===== config.mk =====
export PLATFORM = sky130hd
export DESIGN_NAME = life_step_engine_flat
export DESIGN_NICKNAME = d
export VERILOG_FILES = /design/src/rtl/life_step_if.sv /design/src/rtl/life_step_engine.sv /design/src/flat_wrapper.sv
export SDC_FILE = /design/constraint.sdc
export NUM_CORES = 1
export LEC_CHECK = 0
export ABC_AREA = 1
export CORE_ASPECT_RATIO = 0.7
export CORE_MARGIN = 2
export CORE_UTILIZATION = 56
export CTS_BUF_LIST = sky130_fd_sc_hd__clkbuf_16
export DETAILED_ROUTE_END_ITERATION = 8
export GPL_TIMING_DRIVEN = 0
export PLACE_DENSITY = 0.91
export SYNTH_ARGS = -nofsm -noshare
export SYNTH_HDL_FRONTEND = slang
export SYNTH_SLANG_ARGS = --single-unit

===== constraint.sdc =====
create_clock -name clk_in -period 3.85 [get_ports clk_in]
set_clock_uncertainty 0.15 [all_clocks]
set_input_delay 0.9625 -clock clk_in [delete_from_list [all_inputs] [get_ports clk_in]]
set_output_delay 0.9625 -clock clk_in [all_outputs]
set_load 0.05 [all_outputs]

===== src/rtl/life_step_if.sv =====
// Bus between the Life step engine, the frame buffers and the generation synchronizer.
// Start/done: logic_start_in is a one-cycle request, accepted only while the engine is not busy.
// logic_done_out is a level that stays high until the next accepted start.
// Reads return data one cycle after the address. Each wr_en_out cycle carries one complete cell write.
interface life_step_if #(
    parameter int ADDR_WIDTH = 12
);
    logic                  logic_start_in;
    logic                  logic_done_out;
    logic                  busy_out;
    logic [ADDR_WIDTH-1:0] rd_addr_out;
    logic                  rd_data_in;
    logic [ADDR_WIDTH-1:0] wr_addr_out;
    logic                  wr_data_out;
    logic                  wr_en_out;
    logic [2:0]            state_dbg;

    modport master (
        input  logic_start_in, rd_data_in,
        output logic_done_out, busy_out, rd_addr_out, wr_addr_out, wr_data_out, wr_en_out,
        state_dbg
    );

    modport slave (
        output logic_start_in, rd_data_in,
        input  logic_done_out, busy_out, rd_addr_out, wr_addr_out, wr_data_out, wr_en_out,
        state_dbg
    );
endinterface


===== src/rtl/life_step_engine.sv =====
// Conway B3/S23 generation sweep: 9 neighbour reads per cell, one back-buffer write per cell.
// Optional build macro LIFE_TORUS_EN: toroidal board (otherwise off-board neighbours count as dead).
module life_step_engine #(
    parameter int BOARD_W    = 64,
    parameter int BOARD_H    = 48,
    parameter int ADDR_WIDTH = 12
) (
    input  logic        clk_in,
    input  logic        rst_in,
    life_step_if.master bus
);
    localparam int XW = (BOARD_W > 1) ? $clog2(BOARD_W) : 1;
    localparam int YW = (BOARD_H > 1) ? $clog2(BOARD_H) : 1;
    localparam logic [XW-1:0] X_MAX = XW'(BOARD_W - 1);
    localparam logic [YW-1:0] Y_MAX = YW'(BOARD_H - 1);
    localparam logic [XW-1:0] X_ONE = XW'(1);
    localparam logic [YW-1:0] Y_ONE = YW'(1);
    localparam logic [ADDR_WIDTH-1:0] W_A = ADDR_WIDTH'(BOARD_W);
`ifdef LIFE_TORUS_EN
    localparam logic TORUS = 1'b1;
`else
    localparam logic TORUS = 1'b0;
`endif

    typedef enum logic [2:0] {IDLE, FETCH, LAST, WRITE, DONE} state_e;

    state_e                state_q, state_d;
    logic [XW-1:0]         x_q, x_d;
    logic [YW-1:0]         y_q, y_d;
    logic [3:0]            k_q, k_d;
    logic [3:0]            k_dly_q, k_dly_d;
    logic [3:0]            acc_q, acc_d;
    logic                  self_q, self_d;
    logic                  valid_q, valid_d;
    logic                  mask_q, mask_d;
    logic [ADDR_WIDTH-1:0] rd_addr_q, rd_addr_d;

    logic [1:0]            kx, ky;
    logic [XW-1:0]         nx;
    logic [YW-1:0]         ny;
    logic                  off_board;
    logic [ADDR_WIDTH-1:0] nbr_addr;
    logic [ADDR_WIDTH-1:0] cell_addr;
    logic                  next_alive;

    // Neighbour coordinate is always wrapped so the read address stays on the board;
    // off_board remembers whether the wrap happened so the dead-border build can mask it.
    always_comb begin
        kx        = 2'(k_q % 4'd3);
        ky        = 2'(k_q / 4'd3);
        nx        = x_q;
        ny        = y_q;
        off_board = 1'b0;
        if (kx == 2'd0) begin
            if (x_q == '0) begin
                nx        = X_MAX;
                off_board = 1'b1;
            end else begin
                nx = x_q - X_ONE;
            end
        end else if (kx == 2'd2) begin
            if (x_q == X_MAX) begin
                nx        = '0;
                off_board = 1'b1;
            end else begin
                nx = x_q + X_ONE;
            end
        end
        if (ky == 2'd0) begin
            if (y_q == '0) begin
                ny        = Y_MAX;
                off_board = 1'b1;
            end else begin
                ny = y_q - Y_ONE;
            end
        end else if (ky == 2'd2) begin
            if (y_q == Y_MAX) begin
                ny        = '0;
                off_board = 1'b1;
            end else begin
                ny = y_q + Y_ONE;
            end
        end
    end

    assign nbr_addr   = ADDR_WIDTH'(ny) * W_A + ADDR_WIDTH'(nx);
    assign cell_addr  = ADDR_WIDTH'(y_q) * W_A + ADDR_WIDTH'(x_q);
    assign next_alive = (acc_q == 4'd3) | (self_q & (acc_q == 4'd2));

    always_comb begin
        state_d   = state_q;
        x_d       = x_q;
        y_d       = y_q;
        k_d       = k_q;
        k_dly_d   = k_dly_q;
        acc_d     = acc_q;
        self_d    = self_q;
        valid_d   = 1'b0;
        mask_d    = mask_q;
        rd_addr_d = rd_addr_q;

        // Read data lags its address by one cycle; k_dly_q tags which neighbour it is.
        if (valid_q) begin
            if (k_dly_q == 4'd4) begin
                self_d = bus.rd_data_in;
            end else begin
                acc_d = acc_q + {3'b000, bus.rd_data_in & mask_q};
            end
        end

        case (state_q)
            IDLE, DONE: begin
                if (bus.logic_start_in) begin
                    state_d = FETCH;
                    x_d     = '0;
                    y_d     = '0;
                    k_d     = 4'd0;
                    acc_d   = 4'd0;
                    self_d  = 1'b0;
                end
            end
            FETCH: begin
                valid_d   = 1'b1;
                k_dly_d   = k_q;
                mask_d    = TORUS | ~off_board;
                rd_addr_d = nbr_addr;
                if (k_q == 4'd8) begin
                    state_d = LAST;
                end else begin
                    k_d = k_q + 4'd1;
                end
            end
            LAST: state_d = WRITE;
            WRITE: begin
                if ((x_q == X_MAX) && (y_q == Y_MAX)) begin
                    state_d = DONE;
                end else begin
                    state_d = FETCH;
                    k_d     = 4'd0;
                    acc_d   = 4'd0;
                    self_d  = 1'b0;
                    if (x_q == X_MAX) begin
                        x_d = '0;
                        y_d = y_q + Y_ONE;
                    end else begin
                        x_d = x_q + X_ONE;
                    end
                end
            end
            default: state_d = IDLE;
        endcase
    end

    always_ff @(posedge clk_in or negedge rst_in) begin
        if (!rst_in) begin
            state_q   <= IDLE;
            x_q       <= '0;
            y_q       <= '0;
            k_q       <= 4'd0;
            k_dly_q   <= 4'd0;
            acc_q     <= 4'd0;
            self_q    <= 1'b0;
            valid_q   <= 1'b0;
            mask_q    <= 1'b0;
            rd_addr_q <= '0;
        end else begin
            state_q   <= state_d;
            x_q       <= x_d;
            y_q       <= y_d;
            k_q       <= k_d;
            k_dly_q   <= k_dly_d;
            acc_q     <= acc_d;
            self_q    <= self_d;
            valid_q   <= valid_d;
            mask_q    <= mask_d;
            rd_addr_q <= rd_addr_d;
        end
    end

    assign bus.rd_addr_out    = (state_q == FETCH) ? nbr_addr : rd_addr_q;
    assign bus.wr_en_out      = (state_q == WRITE);
    assign bus.wr_addr_out    = (state_q == WRITE) ? cell_addr : '0;
    assign bus.wr_data_out    = (state_q == WRITE) & next_alive;
    assign bus.busy_out       = (state_q == FETCH) | (state_q == LAST) | (state_q == WRITE);
    assign bus.logic_done_out = (state_q == DONE);
    assign bus.state_dbg      = state_q;
endmodule


===== src/flat_wrapper.sv =====
// flat-port wrapper written by rule: the top's interface ports become plain ports
module life_step_engine_flat 
#(
    parameter int BOARD_W    = 64,
    parameter int BOARD_H    = 48,
    parameter int ADDR_WIDTH = 12
)
  (clk_in, rst_in, bus_logic_start_in, bus_rd_data_in, bus_logic_done_out, bus_busy_out, bus_rd_addr_out, bus_wr_addr_out, bus_wr_data_out, bus_wr_en_out, bus_state_dbg);
  life_step_if #(.ADDR_WIDTH(ADDR_WIDTH)) bus_i ();
  input  logic clk_in;
  input  logic rst_in;
  input wire logic [$bits(bus_i.logic_start_in)-1:0] bus_logic_start_in;
  input wire logic [$bits(bus_i.rd_data_in)-1:0] bus_rd_data_in;
  output wire logic [$bits(bus_i.logic_done_out)-1:0] bus_logic_done_out;
  output wire logic [$bits(bus_i.busy_out)-1:0] bus_busy_out;
  output wire logic [$bits(bus_i.rd_addr_out)-1:0] bus_rd_addr_out;
  output wire logic [$bits(bus_i.wr_addr_out)-1:0] bus_wr_addr_out;
  output wire logic [$bits(bus_i.wr_data_out)-1:0] bus_wr_data_out;
  output wire logic [$bits(bus_i.wr_en_out)-1:0] bus_wr_en_out;
  output wire logic [$bits(bus_i.state_dbg)-1:0] bus_state_dbg;
  assign bus_i.logic_start_in = bus_logic_start_in;
  assign bus_i.rd_data_in = bus_rd_data_in;
  assign bus_logic_done_out = bus_i.logic_done_out;
  assign bus_busy_out = bus_i.busy_out;
  assign bus_rd_addr_out = bus_i.rd_addr_out;
  assign bus_wr_addr_out = bus_i.wr_addr_out;
  assign bus_wr_data_out = bus_i.wr_data_out;
  assign bus_wr_en_out = bus_i.wr_en_out;
  assign bus_state_dbg = bus_i.state_dbg;
  life_step_engine #(.BOARD_W(BOARD_W), .BOARD_H(BOARD_H), .ADDR_WIDTH(ADDR_WIDTH)) u_core (.clk_in(clk_in), .rst_in(rst_in), .bus(bus_i));
endmodule

==> results of run 1 <==
[cells in the mapped netlist, types with 2 or more instances]
cell,n,area [um^2]
ha_1,13,163
dfrtp_1,42,1050
or2_2,6,37.5
xor2_1,11,96.3
o21a_1,4,30.0
nor4_1,2,12.5
nor2_1,44,165
nand4_1,3,18.8
nand3_2,2,20.0
nand3b_1,2,15.0
o21ai_0,23,115
inv_2,4,15.0
o21ai_1,4,20.0
inv_1,46,173
nand2_4,4,45.0
a21oi_1,12,60.1
nand2_1,85,319
nor2_4,2,22.5
mux2_2,3,33.8
nand3_1,46,230
buf_2,2,10.0
clkbuf_1,3,11.3
[cells by family (layout without fill, tap and decap cells)]
| family | count (synthesis) | in the layout | share of synthesized area |
|---|---|---|---|
| AND/OR/NAND/NOR | 201 | 201 | 0.335 |
| buffers and inverters | 58 | 118 | 0.0831 |
| AO/OA/AOI/OAI | 50 | 50 | 0.0997 |
| flip-flops | 42 | 42 | 0.377 |
| XOR/XNOR | 11 | 11 | 0.0346 |
| adder cells (fa/ha/maj) | 13 | 13 | 0.0584 |
| multiplexers | 3 | 3 | 0.0121 |
[final timing paths]
| kind | start | depth (start not counted) | end |
|---|---|---|---|
| worst max-delay path | u_core.k_q[3] | 20 | bus_rd_addr_out[2] |
| worst min-delay path | u_core.k_dly_q[0] | 2 | u_core.k_dly_q[0] |
| worst max register to register | u_core.k_q[3] | 20 | u_core.rd_addr_q[3] |
| worst min register to register | u_core.k_dly_q[0] | 2 | u_core.k_dly_q[0] |
| max in group asynchronous | rst_in | 2 | u_core.k_q[0] |
| min in group asynchronous | rst_in | 1 | u_core.rd_addr_q[5] |
[repair_timing]
item / CTS / global route
gates resized for setup: 101 / 55
pin swaps: 4 / 11
setup buffers: 7 / 9
hold buffers: 0 / 0
gates cloned: 1 / 0
setup endpoints to repair: 22 / 23
[cell type report]
cell class,instances,area (um^2)
Timing Repair Buffer,52,448
Fill cell,304,1110
Inverter,51,199
Tap cell,69,86.3
Clock inverter,3,43.8
Multi-Input combinational cell,278,1670
Clock buffer,5,125
Sequential cell,42,1050
Buffer,7,40.0
[power by group through the flow]
| stage | registers, mW | clock network [mW] | logic (mW) |
|---|---|---|---|
| floorplan | 0.676 | 0 | 1.52 |
| global placement | 0.658 | 0 | 2.06 |
| detailed placement | 0.663 | 0 | 2.10 |
| CTS | 0.655 | 0.493 | 2.25 |
| global route | 0.674 | 0.514 | 2.78 |
| finish | 0.667 | 0.496 | 2.64 |
[flip-flops by register name, indices dropped and copies added (netlist names)]
signal / flops
u_core.self_q: 1
u_core.rd_addr_q: 12
u_core.k_dly_q: 4
u_core.x_q: 6
u_core.mask_q: 1
u_core.acc_q: 4
u_core.y_q: 6
u_core.valid_q: 1
u_core.bus.state_dbg: 3
u_core.k_q: 4
[critical path, cell delays in order, from the launching register on]
cell     delay, ns
dfrtp_1       0.38
inv_2         0.06
nand2_2       0.08
inv_2         0.05
ha_4          0.15
inv_2         0.06
ha_4          0.20
nand2_8       0.06
nand2_4       0.05
nand2_2       0.06
ha_4          0.17
inv_4         0.08
nand3_4       0.16
nand2_4       0.14
nand2_8       0.08
buf_6         0.14
nand3_1       0.13
nand3_2       0.11
nand2_1       0.09
nand2_2       0.07
buf_6         0.15
[per-layer routing]
layer | vias up | GRT usage
li1 | 1341 | -
met1 | 1387 | 0.404
met2 | 228 | 0.460
met3 | 37 | 0.0555
met4 | 0 | 0.108
met5 | - | 0
[through the flow]
stage / cells / setup WS (ns) / area [um^2]
2_1_floorplan: 378 / 0.115 / 2810
3_3_place_gp: 481 / -0.477 / 3230
3_5_place_dp: 482 / -0.601 / 3250
4_1_cts: 498 / -0.0161 / 3490
5_1_grt: 507 / -0.120 / 3670
6_report: 507 / -0.0423 / 3670
[layout by cell type (no fill, tap or decap), types with 4 or more instances in the layout]
cell type        Yosys  final
nor2_1              44     39
inv_1               46     39
a21oi_1             12     11
buf_4                1     18
clkbuf_16            0      5
o21a_1               4      4
buf_6                1     10
inv_2                4      8
nand3_2              2      5
xor2_1              11     11
clkbuf_2             0      9
nor2_4               2      4
o21ai_0             23     23
nor2_2               1      4
ha_1                13      9
nand3_1             46     42
nand2_1             85     78
dfrtp_1             42     39
clkdlybuf4s50_1      0     10
or2_2                6      6
nand2_2              1      7
buf_2                2      4
==> metrics.txt, run 1 <==
run status finished with violations; failing checks negative setup slack; Setup crit start kind register; TNS Setup -0.0630 ns; WL met3 925 um; top_reg_cell synth dfrtp_1; post-layout util 0.768; share of cells above drive strength 1 0.258; Slew HR 0.587; fraction of registers with async set or reset after synthesis 1.00; Switching Share 0.531; Data required, critical path around 2.7 ns; Die Ht roughly 63 um; 1st-iter DRT viols slightly above 300; GP Congestion ~0.92; Max VDD drop just under 0.6 mV; final worst-path cycle share 1.01; P_sw 2.02 mW; drt drc 0; core area ~4800 um^2; vias ~3000; mapped cell area roughly 2800 um^2; Least-Margin Pin Slew around 0.62 ns; Seq pwr share 0.176; Final min period slightly below 4 ns; Critical Path AT 2.78 ns; Final Hold Violating Endpoints 0; global route total overflow 0; H-tree depth 2; starting density of the core 0.583; fmax 0.257 GHz; register area share after synthesis 0.377; Final nets roughly 450; Num CTS Buffers 5; Port Buffer Count 34; final setup violation count 4; Total Wirelength around 8800 um; diode count 0; Pint 1.78 mW; Final ANT Viol Nets 0; leakage power between 1.5 and 2 nW; EDFF count, synth 0; Gate power share 0.694; register bit total from synthesis 42; number of primary I/O pins 35; fin. max-slew vios 0; Core Rows 21; first-pass GRT wire length between 10000 and 15000 um; routed length per instance ~17 um; Die Area between 5000 and 6000 um^2; Power Total 3.80 mW; met2 WL 4060 um; Syn Area/Cell roughly 7.4 um^2; R2R Setup Slk about 1.2 ns; Critical Path End Type primary output; number of distinct library cells after synthesis 37; Min-Delay Path Class reg2reg; GRT Total Usage 0.294; DP HPWL approximately 5000 um; max cap viols 0; Clock power frac 0.131; wl on met1 between 3000 and 4000 um; net count after synthesis between 300 and 400; vias in the first global route 2625; largest net degree at the start of global routing 30; Syn. warnings 0; deepest clock path buffer count 2; Final Worst Setup Slack -0.0423 ns; Worst-Skew Late Latency ~0.3 ns; initial antenna violation count 0; clk sink count 42; WHS 0.336 ns; highest routed metal layer met4; WS Path Type reg2out; TritonCTS clock tree done; crit-path max FO 8; Worst-path clk slew around 0.06 ns; pwr dens 1030 nW/um^2; DR pass1 iterations 8; Die Wd between 80 and 90 um; CTS root buf clkbuf_16; area grow syn2layout 31.7%; Post-Synthesis Cells between 300 and 400; via/cell ratio between 5 and 6
Power figures use the tool's default switching activity.
==> run 2, diff against run 1 <==
- SLEW_MARGIN: default -> 5
==> results of run 2 <==
No change in the layout: final DEF, timing and power equal those of run 1.
